==> config.mk <==
export PLATFORM = sky130hd
export DESIGN_NAME = fetch_unit
export DESIGN_NICKNAME = d
export VERILOG_FILES = /design/src/rtl/fetch_unit.sv
export SDC_FILE = /design/constraint.sdc
export NUM_CORES = 1
export LEC_CHECK = 0
export ABC_AREA = 1
export BUFFER_PORTS_ARGS = -buffer_cell sky130_fd_sc_hd__buf_4
export CAP_MARGIN = 20
export CORE_AREA = 2 2 125 127
export DETAILED_ROUTE_END_ITERATION = 8
export DIE_AREA = 0 0 127 129
export PLACE_DENSITY = 0.71
export SLEW_MARGIN = 10
export SYNTH_ARGS = -nofsm -noshare
export SYNTH_HDL_FRONTEND = slang
export SYNTH_SLANG_ARGS = --single-unit
==> constraint.sdc <==
create_clock -name clk -period 2.15 [get_ports clk]
set_clock_uncertainty 0.05 [all_clocks]
set_input_delay 0.3225 -clock clk [delete_from_list [all_inputs] [get_ports clk]]
set_output_delay 0.3225 -clock clk [all_outputs]
set_load 0.03 [all_outputs]
==> src/rtl/fetch_unit.sv <==
// rtl/fetch_unit.sv - MIPS instruction fetch stage: PC, imem handshake, IR, redirect/drain (optional FETCH_PERF_CNT_EN perf counters)
module fetch_unit #(
    parameter logic [31:0] RESET_PC = 32'h0000_0000
) (
    input  logic        clk,
    input  logic        reset_n,
    output logic        imem_req,
    output logic [31:0] imem_addr,
    input  logic        imem_ready,
    input  logic [31:0] imem_rdata,
    input  logic        stall,
    input  logic        branch_en,
    input  logic [31:0] branch_target,
    output logic        instr_valid,
    output logic [31:0] instr,
    output logic [5:0]  opCode,
    output logic [5:0]  funct,
    output logic [31:0] pc_out
`ifdef FETCH_PERF_CNT_EN
    ,
    output logic [31:0] fetch_count,
    output logic [31:0] stall_count
`endif
);

    typedef enum logic [1:0] {
        BOOT  = 2'd0,
        FETCH = 2'd1,
        DRAIN = 2'd2
    } state_t;

    state_t      state;
    state_t      state_nxt;
    logic [31:0] pc;
    logic [31:0] drain_addr;
    logic [31:0] ir;
    logic [31:0] ir_pc;
    logic        ir_valid;
    logic [31:0] target;
    logic        accept;
    logic        outstanding_redirect;
    logic        unused_target_lsbs;

    // Redirect targets are always word aligned; the low bits are dropped.
    assign target             = {branch_target[31:2], 2'b00};
    assign unused_target_lsbs = ^branch_target[1:0];

    // Next state and request generation; request never depends on imem_ready.
    always_comb begin
        state_nxt = state;
        imem_req  = 1'b0;
        imem_addr = pc;
        case (state)
            BOOT: begin
                state_nxt = FETCH;
            end
            FETCH: begin
                imem_req = !(stall && ir_valid);
                if (outstanding_redirect) begin
                    state_nxt = DRAIN;
                end
            end
            DRAIN: begin
                imem_req  = 1'b1;
                imem_addr = drain_addr;
                if (imem_ready) begin
                    state_nxt = FETCH;
                end
            end
            default: begin
                state_nxt = BOOT;
            end
        endcase
    end

    assign accept               = (state == FETCH) && imem_req && imem_ready && !branch_en;
    assign outstanding_redirect = (state == FETCH) && branch_en && imem_req && !imem_ready;

    // State register.
    always_ff @(posedge clk or negedge reset_n) begin
        if (!reset_n) begin
            state <= BOOT;
        end else begin
            state <= state_nxt;
        end
    end

    // Architectural PC: redirect wins, otherwise advance on every accepted word.
    always_ff @(posedge clk or negedge reset_n) begin
        if (!reset_n) begin
            pc <= RESET_PC;
        end else if (branch_en) begin
            pc <= target;
        end else if (accept) begin
            pc <= pc + 32'd4;
        end
    end

    // Address of the request left in flight by a redirect, replayed until memory answers.
    always_ff @(posedge clk or negedge reset_n) begin
        if (!reset_n) begin
            drain_addr <= 32'h0;
        end else if (outstanding_redirect) begin
            drain_addr <= pc;
        end
    end

    // Instruction register: flush on redirect, fill on accept, empty on consume.
    always_ff @(posedge clk or negedge reset_n) begin
        if (!reset_n) begin
            ir       <= 32'h0;
            ir_pc    <= 32'h0;
            ir_valid <= 1'b0;
        end else if (branch_en) begin
            ir_valid <= 1'b0;
        end else if (accept) begin
            ir       <= imem_rdata;
            ir_pc    <= pc;
            ir_valid <= 1'b1;
        end else if (ir_valid && !stall) begin
            ir_valid <= 1'b0;
        end
    end

    assign instr_valid = ir_valid;
    assign instr       = ir_valid ? ir : 32'h0;
    assign opCode      = instr[31:26];
    assign funct       = instr[5:0];
    assign pc_out      = ir_pc;

`ifdef FETCH_PERF_CNT_EN
    // Free-running wrap-around counters of accepted fetches and stalled cycles.
    always_ff @(posedge clk or negedge reset_n) begin
        if (!reset_n) begin
            fetch_count <= 32'h0;
            stall_count <= 32'h0;
        end else begin
            if (accept) begin
                fetch_count <= fetch_count + 32'd1;
            end
            if (stall && ir_valid) begin
                stall_count <= stall_count + 32'd1;
            end
        end
    end
`endif

endmodule

==> run metrics <==
Hold Vio Cnt, Final 0; fraction of layout instances using a drive strength above 1 0.232; Internal 6760 µW; synthesized instance count 867; FMAX 0.482 GHz; worst slack at placement 0.307 ns; CP Class register to primary output; # diodes 0; Crit. End Element primary output; min Tclk post-route 2.08 ns; setup violators final 0; dpl cell area 7820 µm²; leak pwr 0.00456 µW; CTS tree built; wirelength, routed 17.3 mm; post-synth cell types 29; outcome finished, final reports clean; final setup margin 0.0740 ns; # fillers 1,428; Final GP Congestion 0.950; reg-to-reg startpoint state[0]; largest net degree at the start of global routing 47; Tot GR Track Use 0.219; first-pass GRT wire length 28.3 mm; Iteration-0 DRC Markers 367; IO buf count 172; Final #Nets 1,100; total power per unit cell area 1270 nW/µm²; via/cell ratio 4.83; Die Y 129 µm; DR pass1 iterations 5; register bit total from synthesis 125; routed vias 5,918; WP data required 1.78 ns; initial core utilization 0.433; syn_area_per_cell 7.47 µm²; VDD IR max 0.588 mV; Seq/Total Area, Yosys 0.483; unrepaired setup endpoints after global routing yes; clk slew on worst S/H paths 0.05 ns; sequential share of power 0.348; P_sw 4090 µW; die area 16,400 µm²; Area Overhead vs Synth 31.4%; Sink Count 125; synthesized area 6480 µm²; Tcrit/Tclk final 0.966; hold slack 0.0620 ns; io pins 179; global route total overflow 0; Clock Path Buffers 2; Final ANT Viol Nets 0; DP HPWL 12.3 mm; Root Buffer clkbuf_16; Hold Crit Class input port to register; clock latency on the worst-skew pair 0.42 ns; drt drc 0; worst hold start imem_rdata[13]; chip width 127 µm; Crit. Startpoint state[1]; max_cap viols 0; sw frac 0.377; initial antenna violation count 0; Clk pwr share 0.278; drt wl/cell 14.1 µm; core footprint 15,000 µm²; number of global-route vias before repair 5,678; Register Area 3130 µm²; Multi-input gate area 2710 µm²; CTS H-tree depth 4; Synth Warn # 0; Num CTS Buffers 17; FF-to-FF setup slack 0.21 ns; max-slew violations 0; Worst setup SP type register; CP arrival 1.70 ns; Site Rows 45; CP Max Fanout 3; Design Area, Final 8510 µm²; Comb pwr share 0.374
==> cell usage in the layout (no fill, tap or decap), types with 2 or more instances in the layout <==
cell,n
nand2_1,372
buf_4,184
dfrtp_1,125
inv_1,73
o21ai_1,64
nor2_1,50
nand3_1,40
o21ai_0,34
clkbuf_16,17
xor2_1,13
o211ai_1,8
inv_2,5
nand2_2,5
nor2_2,5
buf_12,5
ha_1,4
conb_1,4
bufinv_16,4
clkbuf_1,4
clkbuf_8,3
clkinv_2,3
nor2_4,2
or2_2,2
==> flip-flops by register name (all words and copies together), names as in the netlist <==
| name | cells |
|---|---|
| drain_addr | 30 |
| ir | 32 |
| instr_valid | 1 |
| pc | 30 |
| state | 2 |
| pc_out | 30 |
==> worst max-delay path, cell delays in order (launching register included) <==
cell and delay (ns):
dfrtp_1 0.42, inv_1 0.11, ha_1 0.35, inv_1 0.07, a21oi_2 0.15, buf_4 0.19
==> per-layer routing <==
metal  global-route usage  part of all wire  vias to the layer above
li1                     -                 -                     2981
met1                0.294              0.45                     2747
met2                0.356              0.48                      172
met4               0.0743             0.012                        0
met3               0.0495             0.061                       18
met5                    0                 0                        -
==> cell type report <==
| class | count | area share |
|---|---|---|
| clock inverter | 7 | 0.0159 |
| sequential | 125 | 0.367 |
| clock buffer | 24 | 0.0566 |
| timing repair buffer | 192 | 0.180 |
| inverter | 78 | 0.0344 |
| multi-input combinational | 612 | 0.318 |
| tap | 188 | 0.0276 |
==> stage by stage <==
stage	power (µW)	setup TNS, ns	cells	util
6_report	10800	0	1226	0.568
5_1_grt	11500	-0.0355	1226	0.568
4_1_cts	10900	0	1225	0.568
3_5_place_dp	7750	0	1191	0.522
3_3_place_gp	7660	0	1191	0.522
2_1_floorplan	6320	0	870	-
==> power groups by stage <==
| stage | Combinational (µW) | Sequential, µW | Clock [µW] |
|---|---|---|---|
| finish | 4060 | 3780 | 3010 |
| detailed placement | 3950 | 3810 | 0 |
| floorplan | 2120 | 4200 | 0 |
| global placement | 3880 | 3780 | 0 |
| global route | 4460 | 3900 | 3180 |
| CTS | 4100 | 3770 | 3070 |
==> path summary, 6_finish.rpt <==
| path | endpoint | cells past startpoint |
|---|---|---|
| max in group asynchronous | ir[8] | 3 |
| min in group asynchronous | pc_out[31] | 2 |
| worst max register to register | pc_out[2] | 10 |
| worst min register to register | ir[8] | 2 |
| worst min-delay path | ir[13] | 3 |
| worst max-delay path | imem_req | 5 |
==> timing repair <==
action / CTS / global route
cloned: 1 / 0
buffers inserted: 1 / 1
hold buffers: 1 / 0
gates resized for setup: 7 / 4
endpoints found under the setup margin: 23 / 21
hold endpoints to repair: 25 / 0
==> kinds of logic (layout without fill, tap and decap cells) <==
family	Yosys count	after routing	share of synthesized area
buf+inv	133	301	0.104
flops	125	125	0.483
fa+ha+maj	5	5	0.00966
compound gates	110	110	0.0894
other cells	1	4	0.000579
xor+xnor	13	13	0.0176
simple gates	480	480	0.296
==> synthesized netlist by cell type <==
library cell / n / area share
nor2_2: 5 / 0.0048
buf_1: 2 / 0.0012
inv_2: 4 / 0.0023
and2_1: 1 / 0.00097
o21ai_1: 60 / 0.046
nand4_1: 1 / 0.00097
nor2_1: 50 / 0.029
o211ai_1: 8 / 0.0093
buf_6: 9 / 0.016
nand2_1: 372 / 0.22
inv_1: 74 / 0.043
nand2_2: 5 / 0.0048
buf_8: 2 / 0.0046
a21oi_2: 1 / 0.0014
nand4_4: 1 / 0.0033
a21boi_0: 1 / 0.0012
a21oi_1: 1 / 0.00077
buf_2: 14 / 0.011
xor2_1: 13 / 0.018
or2_2: 2 / 0.0019
dfrtp_1: 125 / 0.48
ha_1: 5 / 0.0097
nor2_4: 2 / 0.0035
clkbuf_1: 11 / 0.0064
conb_1: 1 / 0.00058
o21ai_0: 38 / 0.029
o21a_1: 1 / 0.0012
buf_4: 17 / 0.020
nand3_1: 41 / 0.032
Power figures use the tool's default switching activity.
